File: config.mk
export PLATFORM = sky130hd
export DESIGN_NAME = cdb_arbiter_flat
export DESIGN_NICKNAME = d
export VERILOG_FILES = /design/src/rtl/cdb_arbiter_pkg.sv /design/src/rtl/cdb_arbiter_if.sv /design/src/rtl/cdb_arbiter_src_fifo.sv /design/src/rtl/cdb_arbiter.sv /design/src/flat_wrapper.sv
export SDC_FILE = /design/constraint.sdc
export NUM_CORES = 1
export LEC_CHECK = 0
export ABC_AREA = 1
export BUFFER_PORTS_ARGS = -buffer_cell sky130_fd_sc_hd__clkbuf_2
export CAP_MARGIN = 10
export CORE_UTILIZATION = 55
export CTS_BUF_LIST = sky130_fd_sc_hd__clkbuf_16
export DETAILED_ROUTE_END_ITERATION = 12
export PLACE_DENSITY = 0.74
export RECOVER_POWER = 100
export SLEW_MARGIN = 10
export SYNTH_ARGS = -nofsm -noshare
export SYNTH_HDL_FRONTEND = slang
export SYNTH_SLANG_ARGS = --single-unit
File: constraint.sdc
create_clock -name clk -period 3.5 [get_ports clk]
set_input_delay 0.175 -clock clk [delete_from_list [all_inputs] [get_ports clk]]
set_output_delay 0.175 -clock clk [all_outputs]
set_load 0.005 [all_outputs]
File: src/rtl/cdb_arbiter_pkg.sv
// cdb_arbiter_pkg: result-bus field widths, the broadcast record type and a tag accessor.
package cdb_arbiter_pkg;
    localparam int RSV_ID_W = 4;
    localparam int DATA_W   = 16;
    localparam int CDB_W    = RSV_ID_W + DATA_W;

    typedef struct packed {
        logic [RSV_ID_W-1:0] rsv_id;
        logic [DATA_W-1:0]   data;
    } cdb_t;

    function automatic logic [RSV_ID_W-1:0] cdb_tag(input cdb_t c);
        return c.rsv_id;
    endfunction
endpackage

File: src/rtl/cdb_arbiter_if.sv
// cdb_arbiter_if: functional-unit write-back ports plus the broadcast side of the common data bus.
interface cdb_arbiter_if import cdb_arbiter_pkg::*; #(parameter int N_SOURCES = 4);
    logic [N_SOURCES-1:0] i_valid;
    logic [N_SOURCES-1:0] i_ready;
    cdb_t [N_SOURCES-1:0] i_data;
    logic                 i_flush;
    logic                 cdb_valid;
    cdb_t                 cdb;
    logic                 o_idle;

    modport master(output i_valid, i_data, i_flush, input i_ready, cdb_valid, cdb, o_idle);
    modport slave(input i_valid, i_data, i_flush, output i_ready, cdb_valid, cdb, o_idle);
endinterface

File: src/rtl/cdb_arbiter_src_fifo.sv
// cdb_src_fifo: per-source result buffer; a flush clears pointers and drops any same-cycle push.
module cdb_src_fifo import cdb_arbiter_pkg::*; #(parameter int DEPTH_W = 2) (
    input  logic clk,
    input  logic nrst,
    input  logic push,
    input  logic pop,
    input  logic flush,
    input  cdb_t din,
    output logic full,
    output logic empty,
    output cdb_t head
);
    localparam int DEPTH = 1 << DEPTH_W;
    cdb_t mem [DEPTH];
    logic [DEPTH_W-1:0] rd, wr;
    logic [DEPTH_W:0] count;
    logic do_push, do_pop;
    assign full    = count == (DEPTH_W+1)'(DEPTH);
    assign empty   = count == '0;
    assign do_push = push && !full;
    assign do_pop  = pop && !empty;
    assign head    = mem[rd];
    always_ff @(posedge clk or negedge nrst) begin
        if (!nrst) begin
            rd    <= '0;
            wr    <= '0;
            count <= '0;
        end else if (flush) begin
            rd    <= '0;
            wr    <= '0;
            count <= '0;
        end else begin
            if (do_push) wr <= wr + 1'b1;
            if (do_pop) rd <= rd + 1'b1;
            count <= count + (DEPTH_W+1)'(do_push) - (DEPTH_W+1)'(do_pop);
        end
    end
    always_ff @(posedge clk) begin
        if (do_push && !flush) mem[wr] <= din;
    end
endmodule

File: src/rtl/cdb_arbiter.sv
// cdb_arbiter: buffers FU results per source and broadcasts one per cycle on the CDB, round-robin.
module cdb_arbiter import cdb_arbiter_pkg::*; #(
    parameter int N_SOURCES    = 4,
    parameter int FIFO_DEPTH_W = 2
) (
    input logic clk,
    input logic nrst,
    cdb_arbiter_if.slave bus
);
    localparam int PTR_W = N_SOURCES > 1 ? $clog2(N_SOURCES) : 1;
    logic [N_SOURCES-1:0] full, empty;
    cdb_t head [N_SOURCES];
    logic [PTR_W-1:0] rr_ptr, gnt, idx;
    logic gnt_any, cdb_valid;
    cdb_t cdb;

    for (genvar g = 0; g < N_SOURCES; g++) begin : g_src
        cdb_src_fifo #(.DEPTH_W(FIFO_DEPTH_W)) u_fifo (
            .clk   (clk),
            .nrst  (nrst),
            .push  (bus.i_valid[g]),
            .pop   (gnt_any && gnt == PTR_W'(g)),
            .flush (bus.i_flush),
            .din   (bus.i_data[g]),
            .full  (full[g]),
            .empty (empty[g]),
            .head  (head[g])
        );
    end

    // Scan from lowest priority up so the last hit is the first non-empty source after rr_ptr.
    always_comb begin
        gnt_any = 1'b0;
        gnt     = rr_ptr;
        idx     = rr_ptr;
        for (int i = N_SOURCES - 1; i >= 0; i--) begin
            idx = PTR_W'((int'(rr_ptr) + i) % N_SOURCES);
            if (!empty[idx]) begin
                gnt_any = 1'b1;
                gnt     = idx;
            end
        end
    end

    always_ff @(posedge clk or negedge nrst) begin
        if (!nrst) begin
            cdb_valid <= 1'b0;
            cdb       <= '0;
            rr_ptr    <= '0;
        end else if (bus.i_flush) begin
            cdb_valid <= 1'b0;
        end else if (gnt_any) begin
            cdb_valid <= 1'b1;
            cdb       <= head[gnt];
            rr_ptr    <= gnt == PTR_W'(N_SOURCES - 1) ? '0 : gnt + 1'b1;
        end else begin
            cdb_valid <= 1'b0;
        end
    end

    assign bus.i_ready   = ~full;
    assign bus.cdb_valid = cdb_valid;
    assign bus.cdb       = cdb;
    assign bus.o_idle    = &empty && !cdb_valid;
endmodule

File: src/flat_wrapper.sv
// flat-port wrapper written by rule: the top's interface ports become plain ports
module cdb_arbiter_flat import cdb_arbiter_pkg::*;
#(
    parameter int N_SOURCES    = 4,
    parameter int FIFO_DEPTH_W = 2
)
  (clk, nrst, bus_i_valid, bus_i_data, bus_i_flush, bus_i_ready, bus_cdb_valid, bus_cdb, bus_o_idle);
  cdb_arbiter_if #(.N_SOURCES(N_SOURCES)) bus_i ();
  input logic clk;
  input logic nrst;
  input wire logic [$bits(bus_i.i_valid)-1:0] bus_i_valid;
  input wire logic [$bits(bus_i.i_data)-1:0] bus_i_data;
  input wire logic [$bits(bus_i.i_flush)-1:0] bus_i_flush;
  output wire logic [$bits(bus_i.i_ready)-1:0] bus_i_ready;
  output wire logic [$bits(bus_i.cdb_valid)-1:0] bus_cdb_valid;
  output wire logic [$bits(bus_i.cdb)-1:0] bus_cdb;
  output wire logic [$bits(bus_i.o_idle)-1:0] bus_o_idle;
  assign bus_i.i_valid = bus_i_valid;
  assign bus_i.i_data = bus_i_data;
  assign bus_i.i_flush = bus_i_flush;
  assign bus_i_ready = bus_i.i_ready;
  assign bus_cdb_valid = bus_i.cdb_valid;
  assign bus_cdb = bus_i.cdb;
  assign bus_o_idle = bus_i.o_idle;
  cdb_arbiter #(.N_SOURCES(N_SOURCES), .FIFO_DEPTH_W(FIFO_DEPTH_W)) u_core (.clk(clk), .nrst(nrst), .bus(bus_i));
endmodule
### Word level (Yosys, flattened, before mapping)

Memories as Yosys holds them, arrays and structs flattened.
Index checks and enable logic that the tools add are counted.

* flip-flop bits (word level): 51
* bits in writable memories: 320
* input bits: 87
* output and inout port bits: 26
* logic and storage cells: 147
* memories kept: 4

Memory list
* u_core.g_src[0].u_fifo.mem: depth 4, width 20, read ports 1, clocked after memory_dff 0, wr ports 1, RTL line cdb_arbiter_src_fifo.sv:14 `cdb_t mem [DEPTH];`
* u_core.g_src[1].u_fifo.mem: depth 4, width 20, read ports 1, clocked after memory_dff 0, wr ports 1, RTL line cdb_arbiter_src_fifo.sv:14
* u_core.g_src[2].u_fifo.mem: depth 4, width 20, read ports 1, clocked after memory_dff 0, wr ports 1, RTL line cdb_arbiter_src_fifo.sv:14
* u_core.g_src[3].u_fifo.mem: depth 4, width 20, read ports 1, clocked after memory_dff 0, wr ports 1, RTL line cdb_arbiter_src_fifo.sv:14

* add/sub/neg operators: 20
* order comparisons: 5
* equal/unequal tests: 7
* muxes and demuxes: 50
* bitwise gates (word level): 3
* reductions and logical operators: 42

Operators with widths (count)
* 2-to-1 mux 2 bit: 21
* binary-select mux 20 bit (select 2 bit): 1
* 2-to-1 mux 20 bit: 2
* adder 2 x 1 -> 2 bit (second input constant): 10
* 2-to-1 mux 1 bit: 18
* logical AND 1 bit: 17
* nonzero test 2 bit: 8
* adder 3 x 1 -> 3 bit: 4
* == test 3 bit (second input constant): 4
* zero test 3 bit: 4
* less-than comparator 2 x 3 -> 1 bit (second input constant): 4
* 2-to-1 mux 3 bit: 4
* subtractor 3 x 1 -> 3 bit: 4
* zero test 1 bit: 10
* binary-select mux 1 bit (select 2 bit): 4
* adder 2 bit (second input constant): 2
* == test 2 bit (second input constant): 2
* NOT 4 bit: 1
* AND reduction 4 bit: 1
* greater-or-equal comparator 3 bit (second input constant): 1
* NOT 2 -> 3 bit: 1
* == test 2 x 1 -> 1 bit (second input constant): 1
* zero test 2 bit: 1
* AND reduction 2 bit: 1
* NOT 1 bit: 1

### Logic depth before layout (Yosys ltp)

* depth in word-level cells: 12
* depth in mapped cells: 22
* gate-level depth less buffers: 21

### Cells and area by module

From an unflattened synthesis, not the netlist that was laid out.

* cell total of the unflattened synthesis: 1413
* area total of the unflattened synthesis: 17222.8 sq um

Modules (own cells, without submodules)
* cdb_src_fifo (u_core.g_src[1].u_fifo ...): instances 2, cells each 258, area each 3756.1 sq um, sequential area each 2577.5 sq um
* cdb_src_fifo (u_core.g_src[0].u_fifo): instances 1, cells each 257, area each 3754.9 sq um, sequential area each 2577.5 sq um
* cdb_src_fifo (u_core.g_src[3].u_fifo): instances 1, cells each 257, area each 3752.3 sq um, sequential area each 2577.5 sq um
* cdb_arbiter: instances 1, cells each 383, area each 2203.4 sq um, sequential area each 575.6 sq um

### Worst setup path after synthesis

OpenSTA, ideal clock, no wires.

* path type: flip-flop to flip-flop
* start point: reg u_core.g_src[0].u_fifo.count[1]
* end point: reg u_core.g_src[3].u_fifo.count[2]
* library setup time: 86 ps
* arrival: 2777 ps
* required time: 3414 ps
* setup slack: 637 ps
* cell stages (with the launch flop): 22
* buffers on the path: 1
* clock period less this slack: 2863 ps
* cell sequence: dfrtp_1 > nor2_1 > nand3_1 > nand3_1 > nand2_1 > inv_1 > nand2_1 > nand2_2 > nand2_1 > nand2_2 > nand2_4 > buf_6 > ha_1 > nand2_1 > inv_1 > ha_1 > inv_1 > ha_1 > inv_1 > fa_1 > and3_1 > nor3_1

* word-level cells in the longest chain between the ends: 12
* elaborated cells between the ends (all ways): 22
* classes of those cells: 1 x add/sub; 1 x eq/ne; 17 x mux; 3 x reduce/logical

Ends and longest elaborated chain
* start, declared: RTL line cdb_arbiter_src_fifo.sv:16 `logic [DEPTH_W:0] count;`
* start signal, assigned: RTL line cdb_arbiter_src_fifo.sv:35 `count <= count + (DEPTH_W+1)'(do_push) - (DEPTH_W+1)'(do_pop);`
* zero test 3 bit *: RTL line cdb_arbiter_src_fifo.sv:19 `assign empty = count == '0;`
* binary-select mux 1 bit (select 2 bit): RTL line cdb_arbiter.sv:38 `if (!empty[idx]) begin`
* 2-to-1 mux 1 bit (implied by the code): RTL line cdb_arbiter.sv:38
* 2-to-1 mux 2 bit (4 in a row): RTL line cdb_arbiter.sv:38
* == test 2 bit: RTL line cdb_arbiter.sv:22 `.pop (gnt_any && gnt == PTR_W'(g)),`
* logical AND 1 bit *: RTL line cdb_arbiter.sv:22
* logical AND 1 bit *: RTL line cdb_arbiter_src_fifo.sv:21 `assign do_pop = pop && !empty;`
* subtractor 3 x 1 -> 3 bit *: RTL line cdb_arbiter_src_fifo.sv:35
* 2-to-1 mux 3 bit *: RTL line cdb_arbiter_src_fifo.sv:28 `end else if (flush) begin`
* end signal, assigned: RTL line cdb_arbiter_src_fifo.sv:35
* end, declared: RTL line cdb_arbiter_src_fifo.sv:16

Every way passes the cells marked *; elsewhere a longest branch is shown, timed or not. The select of a mux whose other input is x is not followed.
A chain may end at the register's enable or synchronous reset.

### Final worst setup path

* start point: reg u_core.g_src[0].u_fifo.count[1]
* end point: reg u_core.g_src[0].u_fifo.count[2]

* word-level cells in the longest chain between the ends: 12
* elaborated cells between the ends (all ways): 27
* classes of those cells: 2 x add/sub; 1 x eq/ne; 17 x mux; 7 x reduce/logical

Ends and longest elaborated chain (RTL line)
* zero test 3 bit: cdb_arbiter_src_fifo.sv:19
* binary-select mux 1 bit (select 2 bit): cdb_arbiter.sv:38
* 2-to-1 mux 1 bit (implied by the code): cdb_arbiter.sv:38
* 2-to-1 mux 2 bit (4 in a row): cdb_arbiter.sv:38
* zero test 2 bit: cdb_arbiter.sv:22
* logical AND 1 bit: cdb_arbiter.sv:22
* logical AND 1 bit: cdb_arbiter_src_fifo.sv:21
* subtractor 3 x 1 -> 3 bit *: cdb_arbiter_src_fifo.sv:35
* 2-to-1 mux 3 bit *: cdb_arbiter_src_fifo.sv:28

Marked as above.

==> parameters.txt <==
Parameter                              Value

Run status
  Run status ... finished, violations left
  Violations in the final reports ... max-capacitance violations, max-slew violations

Global route
  All-layer global routing usage ... 0.2515
  Overall overflow remaining after global route ... 0
  First-pass GRT wire length ... about 55,000 um
  Vias in the first global route ... about 9,900
  Initial antenna violation count ... 0
  Largest net degree at the start of global routing ... 43

Floorplan
  Die Footprint ... about 28,000 um2
  Total number of placement rows ... 60
  Starting density of the core ... 0.5646
  Die extent in y ... between 150 and 200 um
  Standard cell core area ... 27,100 um2
  Chip width ... around 170 um
  Number of I/O pins ... about 110

Logic synthesis
  Count of mapped cells out of synthesis ... approximately 1,300
  Sequential-to-total area share from yosys stat ... 0.7114
  Synthesized net count ... approximately 1,400
  Area of the mapped netlist ... about 15,000 um2
  Most common flop cell mapped by yosys ... sky130_fd_sc_hd__edfxtp_1
  Total of flip-flops plus latches after synthesis ... around 370
  EDFF count, synth ... 320
  Async set-reset flop share out of synthesis ... 0.1375
  Mean cell area of the mapped netlist ... between 10 and 15 um2
  Distinct cells, synth ... 27
  Count of warnings emitted by yosys ... 0

Placement
  Final GP Congestion ... about 0.91
  Port Buffers ... approximately 110
  Placement-stage worst setup slack ... approximately 0.34 ns
  Post-DP HPWL ... 22,170 um

Cells and area
  Area grow syn2layout ... 17.48%
  FILL cells ... about 2,000
  Register Area ... between 10,000 and 15,000 um2
  Final layout net count ... between 1,500 and 2,000
  Diode count ... 0
  Footprint of the multi-input gates ... 3805 um2
  Share of cells above drive strength 1 ... 0.06142

Power and ir drop
  Power density over cell area ... 793.9 nW/um2
  Total power after layout ... 0.01427 W
  Max VDD drop ... approximately 0.74 mV
  Cell leakage power ... ~6.7 nW

STA
  Worst-margin pin slew ... 1.759 ns
  Highest attainable clock frequency ... a little over 300 MHz
  Final setup fails ... 0
  Worst Setup Slack, final ... 0.2592 ns
  Min Tclk post-route ... 3.241 ns
  Max-slew violation total from the final report ... 31
  Fin. Hold Viols ... 0
  Fin Clk Skew ... approximately 0.022 ns
  Worst slew slack as a fraction of its limit ... -0.1724
  Period Utilization, post-route ... 0.9259
  Setup TNS ... 0 ns
  RSZ-0062 raised after global routing ... no

Clock network
  Deepest clock path buffer count ... 3
  Clock latency on the worst-skew pair ... ~0.52 ns
  Setup Buffers After CTS ... 0
  TritonCTS sink count ... about 370
  TritonCTS Buffers ... 37
  Clock-pin slew on the worst setup and hold paths ... roughly 0.060 ns
  Clock tree from TritonCTS ... yes
  H-Tree Level Count ... 2
  Root cell of the clock tree ... sky130_fd_sc_hd__clkbuf_16

Routing
  Length of the first detailed-routing pass in iterations ... 5
  Remaining DRCs ... 0
  WL per Instance ... between 15 and 20 um
  DR iter-0 viols ... about 970
  Wire length after detailed routing ... 35,490 um
  DR vias ... approximately 11,000
  Number of vias per cell ... around 5.7
  Remaining antenna violation count after routing ... 0

Setup path
  Crit. End Element ... register
  Required @ worst endpoint ... a little under 4 ns
  Critical Path AT ... around 3.6 ns
  Critical Path Source Type ... register
  Highest net fanout along the worst path ... 21
  Depth of the most critical reg-to-reg path ... 17
  Type of the worst setup path ... register to register

Job
  Max Cap Viol ... 1

Worst hold path
  Class of the tightest hold or removal check ... input pin to register
  Hold Crit Depth ... 4
## kinds of logic after synthesis
logic type	share of synthesized area
simple gates	0.1294
flops	0.7114
compound gates	0.09126
buf+inv	0.03876
fa+ha+maj	0.02568
xor+xnor	0.003434
## cells in the final DEF, fill, tap and decap left out, types with 2 or more instances in the layout
| cell type | n |
|---|---|
| sky130_fd_sc_hd__a21oi_1 | 5 |
| sky130_fd_sc_hd__and3_1 | 3 |
| sky130_fd_sc_hd__buf_4 | 17 |
| sky130_fd_sc_hd__bufinv_16 | 2 |
| sky130_fd_sc_hd__clkbuf_1 | 113 |
| sky130_fd_sc_hd__clkbuf_16 | 37 |
| sky130_fd_sc_hd__clkbuf_2 | 17 |
| sky130_fd_sc_hd__clkinv_1 | 10 |
| sky130_fd_sc_hd__clkinv_2 | 5 |
| sky130_fd_sc_hd__dfrtp_1 | 50 |
| sky130_fd_sc_hd__dlygate4sd3_1 | 81 |
| sky130_fd_sc_hd__edfxtp_1 | 320 |
| sky130_fd_sc_hd__fa_1 | 4 |
| sky130_fd_sc_hd__ha_1 | 25 |
| sky130_fd_sc_hd__inv_1 | 71 |
| sky130_fd_sc_hd__inv_2 | 6 |
| sky130_fd_sc_hd__inv_6 | 2 |
| sky130_fd_sc_hd__nand2_1 | 128 |
| sky130_fd_sc_hd__nand3_1 | 128 |
| sky130_fd_sc_hd__nor2_1 | 200 |
| sky130_fd_sc_hd__nor3_1 | 4 |
| sky130_fd_sc_hd__o21ai_0 | 166 |
| sky130_fd_sc_hd__o21ai_1 | 8 |
| sky130_fd_sc_hd__o22ai_1 | 80 |
| sky130_fd_sc_hd__or2_1 | 2 |
| sky130_fd_sc_hd__xor2_1 | 5 |
## sequential cells by signal, indices dropped and copies added (netlist names)
name,cells
u_core.g_src.u_fifo.mem,320
u_core.bus.cdb_valid,1
u_core.bus.cdb,20
u_core.g_src.u_fifo.rd,8
u_core.rr_ptr,2
u_core.g_src.u_fifo.wr,8
u_core.g_src.u_fifo.count,12
## layer usage
metal / track usage / wire length, um / vias up
met1: 0.3676 / 14780 / 5119
met5: 0 / 0 / -
li1: - / - / 4951
met4: 0.08458 / 931 / 0
met3: 0.03671 / 3081 / 53
met2: 0.3909 / 16700 / 459
## timing repair
item                                   in CTS  in global routing
setup endpoints to repair                   0                  1
gates resized for setup                     0                  1
hold buffers                               81                  0
endpoints found under the hold margin     349                  0
## critical path: stages (launching register included)
cell and delay, ns:
sky130_fd_sc_hd__dfrtp_1 0.42, sky130_fd_sc_hd__nor2_1 0.26, sky130_fd_sc_hd__nand3_1 0.19, sky130_fd_sc_hd__nand3_1 0.14, sky130_fd_sc_hd__nand2_1 0.08, sky130_fd_sc_hd__nor2_1 0.11, sky130_fd_sc_hd__nand2_1 0.06, sky130_fd_sc_hd__nand2_1 0.13
sky130_fd_sc_hd__buf_4 0.28, sky130_fd_sc_hd__nand3_1 0.16, sky130_fd_sc_hd__inv_1 0.13, sky130_fd_sc_hd__ha_1 0.24, sky130_fd_sc_hd__inv_1 0.06, sky130_fd_sc_hd__ha_1 0.15, sky130_fd_sc_hd__inv_1 0.05, sky130_fd_sc_hd__fa_1 0.40
sky130_fd_sc_hd__o21ai_0 0.18, sky130_fd_sc_hd__a21oi_1 0.07
## power by group
part	internal [W]	total [W]	switching [W]	leakage, nW
sequential	0.00527	0.00553	0.000254	3.56
combinational	0.00153	0.00510	0.00357	2.53
clock	0.00207	0.00364	0.00157	0.574
## metrics by stage
step	std cells	hold slack, ns	utilization	cell area (um2)
2_1_floorplan	1279	-0.1206	-	15300
3_3_place_gp	1724	0.3114	0.6000	16260
3_5_place_dp	1724	0.3106	0.6000	16260
4_1_cts	1870	0.04305	0.6708	18180
5_1_grt	1870	0.07604	0.6633	17980
6_report	1870	0.04793	0.6633	17980
## worst paths after layout
path                                                                start                                        end  slack (ns)
worst max-delay path            u_core.g_src[0].u_fifo.count[1]$_DFF_PN0_  u_core.g_src[0].u_fifo.count[2]$_DFF_PN0_        0.26
worst min-delay path                                       bus_i_valid[1]   u_core.g_src[1].u_fifo.wr[1]$_DFFE_PN0P_        0.05
worst max register to register  u_core.g_src[0].u_fifo.count[1]$_DFF_PN0_  u_core.g_src[0].u_fifo.count[2]$_DFF_PN0_        0.26
worst min register to register              u_core.bus.cdb[5]$_DFFE_PN0P_              u_core.bus.cdb[5]$_DFFE_PN0P_        0.49
max in group asynchronous                                            nrst               u_core.rr_ptr[0]$_DFFE_PN0P_        0.91
min in group asynchronous                                            nrst   u_core.g_src[3].u_fifo.rd[0]$_DFFE_PN0P_        0.67
## final cells by class
class                      instances  share of cell area
clock buffer                      37             0.05151
clock inverter                    28             0.01016
inverter                          70             0.01462
multi-input combinational        764              0.2117
sequential                       371              0.6056
tap                              372             0.02589
timing repair buffer             228             0.08053
## cells in the mapped netlist (all sizes together), types with 5 or more instances
master,n,area [um2]
ha,25,312.8
edfxtp,320,9609
clkbuf,55,206.5
a21oi,5,25.02
o21ai,174,870.8
o22ai,80,500.5
nand2,130,500.5
nand3,129,650.6
dfrtp,51,1276
nor2,200,750.7
buf,19,123.9
xor2,5,43.79
inv,70,262.8
Note: power is estimated with default switching activity, not from simulation.
